<file path="src/rtl/shift_pkg.sv">
// shift_pkg: shared types and constants for the shift sequencer and its shifter.
package shift_pkg;
    localparam int DATA_W = 8;
    typedef enum logic [2:0] {OP_NONE, OP_LSL, OP_ASL, OP_LSR, OP_ASR, OP_ROL, OP_ROR, OP_RSVD} shift_op_e;
    typedef enum logic [1:0] {IDLE, EXEC, DONE} seq_state_e;
endpackage

</file>
<file path="src/rtl/shift_sequencer_if.sv">
// shift_sequencer_if: command and result handshakes of the shift sequencer.
interface shift_sequencer_if #(parameter int REP_W = 4);
    import shift_pkg::*;
    logic              cmd_valid;
    logic              cmd_ready;
    logic [DATA_W-1:0] cmd_data;
    logic [2:0]        cmd_op;
    logic [2:0]        cmd_count;
    logic [REP_W-1:0]  cmd_reps;
    logic              res_valid;
    logic              res_ready;
    logic [DATA_W-1:0] res_data;
    logic              busy;
    modport master (
        output cmd_valid, cmd_data, cmd_op, cmd_count, cmd_reps, res_ready,
        input  cmd_ready, res_valid, res_data, busy
    );
    modport slave (
        input  cmd_valid, cmd_data, cmd_op, cmd_count, cmd_reps, res_ready,
        output cmd_ready, res_valid, res_data, busy
    );
endinterface

</file>
<file path="src/rtl/shift_sequencer_shifter.sv">
// shift_sequencer_shifter: combinational 8-bit shifter; clk only clocks its self-check.
module shift_sequencer_shifter
    import shift_pkg::*;
(
    input  logic              clk,
    input  logic [DATA_W-1:0] d_in,
    input  shift_op_e         sel,
    input  logic [2:0]        shift_count,
    output logic [DATA_W-1:0] d_out
);
    logic signed [DATA_W-1:0] w_asr;
    logic [3:0]               w_inv;
    // Kept separate so the arithmetic shift is not demoted to logical by the unsigned mux.
    assign w_asr = $signed(d_in) >>> shift_count;
    assign w_inv = 4'd8 - {1'b0, shift_count};
    always_comb begin
        d_out = (sel == OP_LSL || sel == OP_ASL) ? d_in << shift_count :
                (sel == OP_LSR) ? d_in >> shift_count :
                (sel == OP_ASR) ? w_asr :
                (sel == OP_ROL) ? (d_in << shift_count) | (d_in >> w_inv) :
                (sel == OP_ROR) ? (d_in >> shift_count) | (d_in << w_inv) :
                d_in;
    end
    assert property (@(posedge clk) (sel == OP_RSVD || shift_count == 3'd0) |-> d_out == d_in);
endmodule

</file>
<file path="src/rtl/shift_sequencer.sv">
// shift_sequencer: accepts one shift command and applies it for a programmed number
// of passes, one pass per cycle, then holds the result on a valid/ready port.
module shift_sequencer
    import shift_pkg::*;
#(
    parameter int REP_W = 4
) (
    input logic             clk,
    input logic             rst,
    shift_sequencer_if.slave io_bus
);
    seq_state_e        r_state;
    logic [DATA_W-1:0] r_acc;
    shift_op_e         r_op;
    logic [2:0]        r_cnt;
    logic [REP_W-1:0]  r_rem;
    logic [DATA_W-1:0] w_shift;
    shift_sequencer_shifter u_shifter (
        .clk         (clk),
        .d_in        (r_acc),
        .sel         (r_op),
        .shift_count (r_cnt),
        .d_out       (w_shift)
    );
    always_ff @(posedge clk) begin
        if (rst) begin
            r_state <= IDLE;
            r_acc   <= '0;
            r_op    <= OP_NONE;
            r_cnt   <= '0;
            r_rem   <= '0;
        end else if (r_state == IDLE) begin
            if (io_bus.cmd_valid) begin
                r_acc   <= io_bus.cmd_data;
                r_op    <= shift_op_e'(io_bus.cmd_op);
                r_cnt   <= io_bus.cmd_count;
                r_rem   <= io_bus.cmd_reps;
                r_state <= (io_bus.cmd_reps == '0) ? DONE : EXEC;
            end
        end else if (r_state == EXEC) begin
            r_acc <= w_shift;
            r_rem <= r_rem - REP_W'(1);
            if (r_rem == REP_W'(1)) r_state <= DONE;
        end else if (io_bus.res_ready) begin
            r_state <= IDLE;
        end
    end
    // Outputs decode registered state only, so no input reaches an output combinationally.
    assign io_bus.cmd_ready = (r_state == IDLE);
    assign io_bus.res_valid = (r_state == DONE);
    assign io_bus.busy      = (r_state == EXEC) || (r_state == DONE);
    assign io_bus.res_data  = r_acc;
endmodule

</file>
<file path="src/flat_wrapper.sv">
// flat-port wrapper written by rule: the top's interface ports become plain ports
module shift_sequencer_flat import shift_pkg::*;
#(
    parameter int REP_W = 4
)
  (clk, rst, io_bus_cmd_valid, io_bus_cmd_data, io_bus_cmd_op, io_bus_cmd_count, io_bus_cmd_reps, io_bus_res_ready, io_bus_cmd_ready, io_bus_res_valid, io_bus_res_data, io_bus_busy);
  shift_sequencer_if #(.REP_W(REP_W)) io_bus_i ();
  input logic clk;
  input logic rst;
  input wire logic [$bits(io_bus_i.cmd_valid)-1:0] io_bus_cmd_valid;
  input wire logic [$bits(io_bus_i.cmd_data)-1:0] io_bus_cmd_data;
  input wire logic [$bits(io_bus_i.cmd_op)-1:0] io_bus_cmd_op;
  input wire logic [$bits(io_bus_i.cmd_count)-1:0] io_bus_cmd_count;
  input wire logic [$bits(io_bus_i.cmd_reps)-1:0] io_bus_cmd_reps;
  input wire logic [$bits(io_bus_i.res_ready)-1:0] io_bus_res_ready;
  output wire logic [$bits(io_bus_i.cmd_ready)-1:0] io_bus_cmd_ready;
  output wire logic [$bits(io_bus_i.res_valid)-1:0] io_bus_res_valid;
  output wire logic [$bits(io_bus_i.res_data)-1:0] io_bus_res_data;
  output wire logic [$bits(io_bus_i.busy)-1:0] io_bus_busy;
  assign io_bus_i.cmd_valid = io_bus_cmd_valid;
  assign io_bus_i.cmd_data = io_bus_cmd_data;
  assign io_bus_i.cmd_op = io_bus_cmd_op;
  assign io_bus_i.cmd_count = io_bus_cmd_count;
  assign io_bus_i.cmd_reps = io_bus_cmd_reps;
  assign io_bus_i.res_ready = io_bus_res_ready;
  assign io_bus_cmd_ready = io_bus_i.cmd_ready;
  assign io_bus_res_valid = io_bus_i.res_valid;
  assign io_bus_res_data = io_bus_i.res_data;
  assign io_bus_busy = io_bus_i.busy;
  shift_sequencer #(.REP_W(REP_W)) u_core (.clk(clk), .rst(rst), .io_bus(io_bus_i));
endmodule
</file>
<file path="config.mk">
export PLATFORM = sky130hd
export DESIGN_NAME = shift_sequencer_flat
export DESIGN_NICKNAME = d
export VERILOG_FILES = /design/src/rtl/shift_pkg.sv /design/src/rtl/shift_sequencer_if.sv /design/src/rtl/shift_sequencer_shifter.sv /design/src/rtl/shift_sequencer.sv /design/src/flat_wrapper.sv
export SDC_FILE = /design/constraint.sdc
export NUM_CORES = 1
export LEC_CHECK = 0
export ABC_AREA = 1
export BUFFER_PORTS_ARGS = -buffer_cell sky130_fd_sc_hd__buf_2
export CAP_MARGIN = 20
export CORE_ASPECT_RATIO = 1.75
export CORE_MARGIN = 5
export CORE_UTILIZATION = 40
export DETAILED_ROUTE_END_ITERATION = 6
export SYNTH_ARGS = -nofsm -noshare
export SYNTH_HDL_FRONTEND = slang
export SYNTH_SLANG_ARGS = --single-unit
export TNS_END_PERCENT = 5
</file>
<file path="constraint.sdc">
create_clock -name clk -period 2.4 [get_ports clk]
set_input_delay 0 -clock clk [delete_from_list [all_inputs] [get_ports clk]]
set_output_delay 0 -clock clk [all_outputs]
set_load 0.03 [all_outputs]
</file>
Yosys cells after proc, flatten, opt, wreduce, memory -nomap -nowiden
Cells that the tools add are included.

cells by class
  reductions and logical operators = 11
  bitwise logic cells = 2
  add/sub/neg operators = 2
  mux-type cells = 17
  eq/ne operators = 11
  shifts and indexed selects = 5

operators with widths
  cell                   number
  $mux W8                8
  $or A8 B8 Y8           2
  $mux W2                6
  $mux W4                3
  $eq A3 B3 Y1 const B   3
  $shl A8 B3 Y8          1
  $shl A8 B4 Y8          1
  $shr A8 B3 Y8          1
  $shr A8 B4 Y8          1
  $sshr A8 B3 Y8         1
  $eq A3 B2 Y1 const B   2
  $reduce_and A3 Y1      2
  $reduce_bool A6 Y1     1
  $eq A4 B1 Y1 const B   1
  $logic_not A4 Y1       1
  $reduce_and A2 Y1      2
  $sub A4 B1 Y4 const B  1
  $sub A4 B3 Y4 const A  1
  $eq A3 B1 Y1 const B   1
  $ne A3 B2 Y1 const B   1
  $reduce_bool A3 Y1     1
  $eq A2 B1 Y1 const B   1
  $eq A2 B2 Y1 const B   1
  $logic_not A2 Y1       1
  other kinds (3)        4

word-level totals
  bits of input ports = 22
  register bits after elaboration = 20

Depth between registers and ports, before layout
Gate-level depths: netlist of run 1.

  depth after elaboration = 10
  depth in mapped cells = 17

Cells and area by module
From an unflattened synthesis of run 1, not the netlist that was laid out.

unflattened totals
  cell total of the unflattened synthesis = 450
  area total of the unflattened synthesis = 2,432.3 µm²

by module, submodules not included
  module                   instances  seq. area each (µm²)  area each (µm²)  cells an instance
  shift_sequencer_shifter  1          0.0                   1,470.2          312
  shift_sequencer          1          400.4                 962.2            138

Worst setup path before layout of run 1
No wires, ideal clock.

  path type = register to register
  start = register u_core.r_cnt[1]
  end = register u_core.r_acc[5] (netlist: u_core.io_bus.res_data[5])
  path buffers = 2
  data required time = 2.278 ns
  arrival time = 1.823 ns
  stages on the path, launching flop included = 15
  period minus slack after synthesis = 1.944 ns
  setup slack = 0.456 ns
  path through = dfxtp_1 -> inv_2 -> buf_2 -> ha_1 -> inv_1 -> buf_2 -> nand3_1 -> o211ai_1 -> nand3_1 -> nand2_1 -> nand2_1 -> nand2_1 -> nand2_1 -> nand2_1 -> a21oi_2

on the way
  word-level cells in the longest chain between the ends = 10
  elaborated cells on any way between the ends = 15

RTL lines
  what                      line                           source
  start: declaration        shift_sequencer.sv:15          logic [2:0] r_cnt;
  start signal: assignment  shift_sequencer.sv:36          r_cnt <= io_bus.cmd_count;
  $sub A4 B3 Y4             shift_sequencer_shifter.sv:15  assign w_inv = 4'd8 - {1'b0, shift_count};
  $shl A8 B4 Y8             shift_sequencer_shifter.sv:21  (sel == OP_ROR) ? (d_in >> shift_count) | (d_in << w_inv) :
  $or A8 B8 Y8              shift_sequencer_shifter.sv:21
  $mux W8                   shift_sequencer_shifter.sv:21
  $mux W8                   shift_sequencer_shifter.sv:20  (sel == OP_ROL) ? (d_in << shift_count) | (d_in >> w_inv) :
  $mux W8                   shift_sequencer_shifter.sv:19  (sel == OP_ASR) ? w_asr :
  $mux W8                   shift_sequencer_shifter.sv:18  (sel == OP_LSR) ? d_in >> shift_count :
  $mux W8 (*)               shift_sequencer_shifter.sv:17  d_out = (sel == OP_LSL || sel == OP_ASL) ? d_in << shift_count :
  $mux W8 (*)               shift_sequencer.sv:40          end else if (r_state == EXEC) begin
  $mux W8 (*)               shift_sequencer.sv:32          end else if (r_state == IDLE) begin
  end signal: assignment    shift_sequencer.sv:34          r_acc <= io_bus.cmd_data;
  end signal: assignment    shift_sequencer.sv:41          r_acc <= w_shift;
  end: declaration          shift_sequencer.sv:13          logic [DATA_W-1:0] r_acc;

Mark *: on every way between the ends. The rest lies on a longest branch, timed or not. The select of a mux whose other input is x is not followed.
A chain may end at the register's enable or synchronous reset.

Worst setup path in the final report of run 1
  start = register u_core.r_cnt[1]
  end = register u_core.r_acc[3] (netlist: u_core.io_bus.res_data[3])

The elaborated chain is that of the path after synthesis.

==> metrics, run 1 <==
type of origin of the critical path register; GRT busiest layer met2; Post-CTS Hold Buffers 0; Vias per Instance 5.78; routed via count 2682; layout cells sized above 1 0.181; Inserted Clock Buffers 3; IO Port Bufs 32; Placed Area 2340 µm²; area leader, netlist nand2_1; placed wire-length estimate 6110 µm; Worst EP required 2.59 ns; area share of the largest cell type after synthesis 0.249; Register Area 400 µm²; core area 5170 µm²; Leak Pwr 1.22 nW; first-pass GRT wire length 12200 µm; diode count 0; grt met1 use 0.229; Top cell by count, worst path nand2_1; element type at the critical path end register; Worst Path Arrival 2.30 ns; worst-skew pair later-pin latency 0.26 ns; grt met2 use 0.407; CTS sink count 20; final period utilization 0.877; multi-input combinational cell area 1490 µm²; Routed WL 7580 µm; Final ANT Viol Nets 0; CTS tree yes; setup TNS 0 ns; adder and majority cell fraction of the synthesized area 0.0358; cell count after synthesis 374; I/O pin count 33; total track usage 0.226; RSZ-0062 raised after global routing no; VDD IR max 0.706 mV; initial core utilization 0.406; detailed router's first-iteration violation count 260; Finish-stage setup viols 0; post_cts resized 0; die height 106 µm; slowest CP cell dfxtp_1; CTS H-tree depth 1; synth top area cells nand2_1 (25%), dfxtp_1 (19%), nand3_1 (8.3%); gr ovfl total 0; Yosys cell types 38; largest net degree at the start of global routing 17; PD cells 1430 nW/µm²; # rows 35; CTS max path bufs 2; WL/cell 16.3 µm; Syn Nets 402; vias in the first global route 2580; synth warn 0; die extent in x 64.8 µm; final hold violation count 0; clock skew 0.00214 ns; Least-Margin Pin Slew 0.469 ns; Slew Viols, Final 0; Layout Area Growth over Synthesis 14.1%; worst path cell trace inv_2 -> ha_1 -> inv_1 -> nand2_1 -> nand2_1 -> nand2_1 -> nand2_1 -> nand2_1 -> nand2_1 -> nand2_1 -> nand2_1 -> nand2_1 -> nand2_1 -> nand2_1 -> a21oi_1; Hold Crit Class in -> reg; synthesized area per cell 5.61 µm²; largest family of logic cells by synthesized area simple AND/OR/NAND/NOR gates; Fillers 595; Final Util 0.463; mux contribution to synthesized area 0; Most used DFF post-synth dfxtp_1; die footprint 6850 µm²; Setup Fix Bufs, Post-CTS 0; gpl congestion 0.993; WS Path Type reg -> reg; Post-synth EDFFs 0; compound-cell area share of the yosys netlist 0.218; met3 Use GR 0.0288; simple-gate share of the synthesized area 0.446; initial antenna violation count 0; crit path time final 2.11 ns; Post-Synth XOR/XNOR Area 0.00834; Worst slew margin 0.687; Max-cap violations 0; root buffer cell clkbuf_8; Crit Path Max Fanout 16; Worst-path clk slew 0.07 ns; top-count cell post-synth nand2_1; crit-path max cell delay 0.49 ns; mapped cell area 2100 µm²; Post-synth ARST share 0; nets 438; number of remaining DRC errors 0; final instance area 2390 µm²; status completed; sequential cell area fraction in the yosys report 0.191; DRT Pass-1 Iters 6; #FFs+latches synth 20; achievable clock frequency 475 MHz; Synth top cells by count nand2_1 (139), nand3_1 (35), a21oi_1 (34)
final cells by class:
cell class                 instances  share of cell area
inverter                          33              0.0528
tap                               55              0.0287
clock buffer                       4              0.0230
multi-input combinational        307               0.621
timing repair buffer              45               0.108
sequential                        20               0.167
per-layer routing:
metal,routed length [µm],vias to the layer above
met3,481,49
li1,-,1309
met2,3900,160
met1,2630,1164
met4,567,0
met5,0,-
through the flow:
stage	power, mW	hold WS (ns)	worst slack, ns	cells
finish	3.43	0.00923	0.294	464
global placement	3.14	0.278	0.375	460
global route	3.75	0.0159	0.0704	464
CTS	3.39	0.0113	0.320	464
floorplan	2.47	0.0691	0.456	374
detailed placement	3.12	0.282	0.344	460
power by group:
| group | internal (mW) | switching (mW) |
|---|---|---|
| combinational | 0.824 | 1.72 |
| sequential | 0.463 | 0.158 |
| clock | 0.146 | 0.112 |
| total | 1.43 | 1.99 |
cells in the final DEF (no fill, tap or decap), drive strengths merged:
master,n
nor2,30
o21ai,28
or2,1
dfxtp,20
nand4,1
or4,1
xor2,1
a221oi,2
o22ai,1
nor3,1
a21oi,36
a31oi,5
clkbuf,4
xnor2,1
o211ai,5
a22o,1
clkinv,1
nand3,37
buf,45
ha,6
nand2,145
a211oi,1
nand3b,1
inv,32
o2111ai,2
and2,1
cell families (layout without fill, tap and decap cells):
group           after synthesis  in the layout
fa+ha+maj                     6              6
simple gates                218            218
xor+xnor                      2              2
flops                        20             20
compound gates               81             81
buf+inv                      47             82
state kept, by name, indices dropped and copies added (netlist names):
| register | cells |
|---|---|
| u_core.r_rem | 4 |
| u_core.r_op | 3 |
| u_core.r_cnt | 3 |
| u_core.r_state | 2 |
| u_core.io_bus.res_data | 8 |
worst paths after layout:
path | start | endpoint | slack [ns] | cells after the start
setup / recovery | u_core.r_cnt[1] | u_core.io_bus.res_data[3] | 0.29 | 15
hold / removal | rst | u_core.io_bus.res_data[7] | 0.009 | 2
hold reg to reg | u_core.r_state[1] | u_core.r_state[1] | 0.49 | 2
setup reg to reg | u_core.r_cnt[1] | u_core.io_bus.res_data[3] | 0.29 | 15
worst max-delay path, delay by kind of cell, from the launching register on:
kind	cells	cell delay [ns]
buffers and inverters	2	0.42
adders and majority gates	1	0.29
AOI/OAI and AO/OA	1	0.11
and+or+nand+nor	11	0.73
DFF	1	0.49
(Power assumes the default switching activity.)
==> run 2: changes to the inputs <==
--- a/config.mk
+++ b/config.mk
@@ -10,8 +10,9 @@
 export CAP_MARGIN = 20
 export CORE_ASPECT_RATIO = 1.75
 export CORE_MARGIN = 5
-export CORE_UTILIZATION = 40
+export CORE_UTILIZATION = 46
 export DETAILED_ROUTE_END_ITERATION = 6
+export PLACE_DENSITY = 0.67
 export SYNTH_ARGS = -nofsm -noshare
 export SYNTH_HDL_FRONTEND = slang
 export SYNTH_SLANG_ARGS = --single-unit
==> metrics, run 2 (same netlist as run 1, synthesis figures left out) <==
status completed; crit-path max cell delay 0.51 ns (+0.02 ns); Critical path buffers and inverters 2 (unchanged); final period utilization 0.888 (+0.0102); post_cts resized 0 (unchanged); total placed cells including tap cells 457 (-0.65%); I/O pin count 33 (unchanged); Inserted Clock Buffers 3 (unchanged); Worst EP required 2.60 ns (about the same); initial core utilization 0.477 (+0.0704); CTS H-tree depth 1 (unchanged); max reg flops 8 (unchanged); WL/cell 16.6 µm (+2.0%); largest net degree at the start of global routing 19 (+2); grt met2 use 0.471 (+0.0649); reg2reg setup slack 0.27 ns (-0.02 ns); Worst slew margin 0.698 (+0.0107); slowest CP cell dfxtp_1; total track usage 0.269 (+0.0427); worst hold slack 0.00512 ns (-0.00412 ns); element type at the critical path end register; Sw Share 0.572 (-0.0102); total power after layout 3.52 mW (+2.6%); initial antenna violation count 0 (unchanged); setup ws final 0.270 ns (-0.0244 ns); Pint 1.51 mW (+5.1%); DRT Pass-1 Iters 5 (-1); Seq pwr share 0.174 (-0.007); Sw Pwr 2.01 mW (+0.82%); Slew Viols, Final 0 (unchanged); PD cells 1460 nW/µm² (+1.8%); Top cell by count, worst path nand2_1; detailed router's first-iteration violation count 256 (-1.5%); RR Startpoint u_core.r_cnt[1]; die extent in x 61.1 µm (-5.7%); GRT busiest layer met2; Finish-stage setup viols 0 (unchanged); VDD IR max 0.751 mV (+6.5%); die footprint 6070 µm² (-11%); type of origin of the critical path register; Post-CTS Hold Buffers 0 (unchanged); CTS sink count 20 (unchanged); Routed WL 7670 µm (+1.3%); Leak Pwr 1.23 nW (+0.95%); min-delay src io_bus_cmd_count[1]; setup TNS 0 ns (unchanged); gr ovfl total 0 (unchanged); layout cells sized above 1 0.183 (+0.00200); met3 Use GR 0.0247 (-0.00411); hold depth 3 (+1); grt met1 use 0.287 (+0.0585); Least-Margin Pin Slew 0.451 ns (-0.0173 ns); cell family with most CP delay simple AND/OR/NAND/NOR gates; root buffer cell clkbuf_8; gpl congestion 1.01 (+2.2%); worst path cell trace inv_2 -> ha_1 -> inv_1 -> nand2_1 -> nand2_1 -> nand2_1 -> nand2_1 -> nand2_1 -> nand2_1 -> nand2_1 -> nand2_1 -> nand2_1 -> nand2_1 -> nand2_1 -> a21oi_1; achievable clock frequency 469 MHz (-1.1%); commonest non-fill, non-tap cell in the layout nand2_1; Max-cap violations 0 (unchanged); most frequent cells in the layout nand2_1 (139), nand3_1 (35), a21oi_1 (34); crit path time final 2.13 ns (+0.0244 ns); final cell count without fillers 461 (-0.65%); Setup Fix Bufs, Post-CTS 0 (unchanged); Final ANT Viol Nets 0 (unchanged); Crit Path Max Fanout 16 (unchanged); IO Port Bufs 32 (unchanged); nets 439 (+0.23%); placed wire-length estimate 6230 µm (+1.9%); RSZ-0062 raised after global routing no; Comb power frac 0.730 (-0.013); Final Util 0.548 (+0.0846); final hold violation count 0 (unchanged); Worst Reg-to-Reg Cells 15 (unchanged); Hold Crit Class in -> reg; Worst-path clk slew 0.08 ns (about the same); core area 4400 µm² (-15%); Vias per Instance 5.85 (+1.3%); routed via count 2699 (+0.63%); # rows 32 (-8.6%); first-pass GRT wire length 12400 µm (+1.8%); clock skew 0.00422 ns (+0.00208 ns); Layout Area Growth over Synthesis 15.0%; diode count 0 (unchanged); multi-input combinational cell area 1490 µm² (unchanged); Register Area 400 µm² (unchanged); pre-CTS setup slack 0.320 ns (-0.0239 ns); WS Path Type reg -> reg; Fillers 491 (-17%); number of remaining DRC errors 0 (unchanged); FF-to-FF End u_core.io_bus.res_data[2]; worst-skew pair later-pin latency 0.26 ns (about the same); Hold EP u_core.r_cnt[1]; vias in the first global route 2689 (+4.2%); Clk network pwr share 0.096 (+0.021); final instance area 2410 µm² (+0.78%); Placed Area 2340 µm² (+0.11%); Worst Path Arrival 2.33 ns (+0.03 ns); CTS tree yes; die height 99.4 µm (-6.1%); CTS max path bufs 2 (unchanged)
run 2: cell types whose count changed in the layout (fill, tap and decap cells not counted):
| cell | delta |
|---|---|
| buf_4 | +1 |
| bufinv_16 | +1 |
| clkbuf_8 | -1 |
run 2: power by group through the flow:
stage | Combinational [mW] | Sequential (mW) | Clock [mW]
floorplan | 1.79 | 0.676 | 0
global placement | 2.52 | 0.607 | 0
detailed placement | 2.53 | 0.614 | 0
CTS | 2.54 | 0.607 | 0.343
global route | 2.84 | 0.625 | 0.363
finish | 2.57 | 0.611 | 0.338
run 2: worst max path at each step:
stage / start / endpoint / cells after the start
after floorplan: u_core.r_cnt[1] / u_core.io_bus.res_data[5] / 14
after global placement: u_core.r_cnt[1] / u_core.io_bus.res_data[2] / 14
after detailed placement: u_core.r_cnt[1] / u_core.io_bus.res_data[3] / 15
after CTS: u_core.r_cnt[1] / u_core.io_bus.res_data[3] / 15
after global routing: u_core.r_cnt[1] / u_core.io_bus.res_data[3] / 15
final: u_core.r_cnt[1] / u_core.io_bus.res_data[2] / 15
run 2: layout make-up:
type	instances	share of cell area
repair buffers	46	0.110
clock buffers	3	0.0171
inverters	33	0.0524
well taps	51	0.0264
clock inverters	1	0.0124
multi-input cells	307	0.616
flip-flops and latches	20	0.166
run 2: worst register-to-register path, stage by stage (launching register included):
cell and delay, ns:
dfxtp_1 0.51, inv_2 0.07, ha_1 0.29, inv_1 0.35
nand2_1 0.12, nand2_1 0.09, nand2_1 0.05, nand2_1 0.06
nand2_1 0.05, nand2_1 0.07, nand2_1 0.05, nand2_1 0.07
nand2_1 0.05, nand2_1 0.06, nand2_1 0.06, a21oi_1 0.13
run 2: routing by layer:
layer,up-vias,wire (µm)
met5,-,0
met4,0,443
met3,36,404
met2,132,4070
met1,1229,2750
li1,1302,-
==> run 3: changes to the inputs <==
--- a/config.mk
+++ b/config.mk
@@ -12,6 +12,7 @@
 export CORE_MARGIN = 5
 export CORE_UTILIZATION = 46
 export DETAILED_ROUTE_END_ITERATION = 6
+export HOLD_SLACK_MARGIN = 0.05
 export PLACE_DENSITY = 0.67
 export SYNTH_ARGS = -nofsm -noshare
 export SYNTH_HDL_FRONTEND = slang
==> metrics, run 3 (same netlist as run 1, synthesis figures left out) <==
Slew Viols, Final 0 (unchanged); Worst EP required 2.60 ns (about the same); Routed WL 7850 µm (+2.2%); PD cells 1400 nW/µm² (-3.7%); placed wire-length estimate 6230 µm (unchanged); number of remaining DRC errors 0 (unchanged); core area 4400 µm² (unchanged); worst path cell trace inv_2 -> ha_1 -> inv_1 -> nand2_1 -> nand2_1 -> nand2_1 -> nand2_1 -> nand2_1 -> nand2_1 -> nand2_1 -> nand2_1 -> nand2_1 -> nand2_1 -> nand2_1 -> a21oi_1; nets 450 (+2.5%); layout cells sized above 1 0.178 (-0.00478); gr ovfl total 0 (unchanged); Fillers 476 (-3.1%); DRT Pass-1 Iters 5 (unchanged); final period utilization 0.892 (+0.00447); crit path time final 2.14 ns (+0.0107 ns); # rows 32 (unchanged); Max-cap violations 0 (unchanged); worst-skew pair later-pin latency 0.27 ns (about the same); largest net degree at the start of global routing 19 (unchanged); RR Startpoint u_core.r_cnt[1]; crit-path max cell delay 0.50 ns (about the same); worst hold slack 0.0656 ns (+0.0605 ns); die footprint 6070 µm² (unchanged); min-delay src io_bus_cmd_reps[1]; detailed router's first-iteration violation count 233 (-9.0%); Setup Fix Bufs, Post-CTS 0 (unchanged); VDD IR max 0.751 mV (about the same); Top cell by count, worst path nand2_1; root buffer cell clkbuf_8; CTS max path bufs 2 (unchanged); Layout Area Growth over Synthesis 20.2%; CTS sink count 20 (unchanged); I/O pin count 33 (unchanged); Post-CTS Hold Buffers 11 (+11); Worst-path clk slew 0.08 ns (about the same); CTS H-tree depth 1 (unchanged); slowest CP cell dfxtp_1; Crit Path Max Fanout 16 (unchanged); final hold violation count 0 (unchanged); hold depth 3 (unchanged); Leak Pwr 1.28 nW (+3.7%); WS Path Type reg -> reg; first-pass GRT wire length 12700 µm (+2.4%); Vias per Instance 5.86 (+0.13%); diode count 0 (unchanged); Finish-stage setup viols 0 (unchanged); Worst Path Arrival 2.34 ns (about the same); Least-Margin Pin Slew 0.446 ns (-0.00561 ns); Inserted Clock Buffers 3 (unchanged); vias in the first global route 2745 (+2.1%); die height 99.4 µm (unchanged); routed via count 2767 (+2.5%); Hold Crit Class in -> reg; FF-to-FF End u_core.io_bus.res_data[2]; Hold EP u_core.r_rem[1]; gpl congestion 1.01 (unchanged); achievable clock frequency 467 MHz (-0.50%); die extent in x 61.1 µm (unchanged); initial core utilization 0.477 (unchanged); max reg flops 8 (unchanged); Worst Reg-to-Reg Cells 15 (unchanged); clock skew 0.00789 ns (+0.00366 ns); total track usage 0.275 (+0.00580); post_cts resized 0 (unchanged); most frequent cells in the layout nand2_1 (139), nand3_1 (35), a21oi_1 (34); RSZ-0062 raised after global routing no; status completed; Final ANT Viol Nets 0 (unchanged); initial antenna violation count 0 (unchanged); IO Port Bufs 32 (unchanged); Worst slew margin 0.702 (+0.00376); commonest non-fill, non-tap cell in the layout nand2_1; WL/cell 16.6 µm (-0.15%); setup TNS 0 ns (unchanged); type of origin of the critical path register; reg2reg setup slack 0.26 ns (about the same); CTS tree yes; element type at the critical path end register
-- run 3: changes by cell type in the layout (fill, tap and decap cells not counted) --
| cell | previous run | this run |
|---|---|---|
| dlygate4sd3_1 | 0 | 11 |
-- run 3: per-layer routing --
metal	wire length, µm	GRT usage
met5	0	0
met4	492	0.179
met3	416	0.0286
met2	4100	0.480
met1	2840	0.294
-- run 3: worst max-delay path, delay by kind of cell (launching register included) --
kind,cells,cell delay [ns]
adders and majority gates,1,0.30
DFF,1,0.50
buffers and inverters,2,0.42
AOI/OAI and AO/OA,1,0.13
and+or+nand+nor,11,0.74
-- run 3: area by class of cell --
class	instances	area (µm²)	share of cell area
multi-input cells	307	1490	0.589
flip-flops and latches	20	400	0.159
repair buffers	57	375	0.149
inverters	33	126	0.0501
well taps	51	63.8	0.0253
clock buffers	3	41.3	0.0164
clock inverters	1	30.0	0.0119
-- run 3: power breakdown --
| part | leakage (nW) | switching (mW) | internal, mW | total, mW |
|---|---|---|---|---|
| Sequential | 0.165 | 0.149 | 0.463 | 0.613 |
| Clock | 0.0357 | 0.118 | 0.223 | 0.341 |
| Combinational | 1.08 | 1.76 | 0.832 | 2.59 |
| Total | 1.28 | 2.02 | 1.52 | 3.54 |
-- run 3: stage by stage --
stage | worst slack, ns | power (mW) | instances | utilization | cell area [µm²]
2_1_floorplan | 0.456 | 2.47 | 374 | - | 2100
3_3_place_gp | 0.348 | 3.13 | 457 | 0.532 | 2340
3_5_place_dp | 0.320 | 3.14 | 457 | 0.532 | 2340
4_1_cts | 0.295 | 3.50 | 472 | 0.573 | 2520
5_1_grt | 0.0468 | 3.84 | 472 | 0.573 | 2520
6_report | 0.259 | 3.54 | 472 | 0.573 | 2520
-- run 3: how the worst max path moves through the flow --
stage	from	end	slack (ns)
finish	u_core.r_cnt[1]	u_core.io_bus.res_data[2]	0.26
global route	u_core.r_cnt[1]	u_core.io_bus.res_data[3]	0.05
CTS	u_core.r_cnt[1]	u_core.io_bus.res_data[3]	0.29
detailed placement	u_core.r_cnt[1]	u_core.io_bus.res_data[3]	0.32
global placement	u_core.r_cnt[1]	u_core.io_bus.res_data[2]	0.35
floorplan	u_core.r_cnt[1]	u_core.io_bus.res_data[5]	0.46
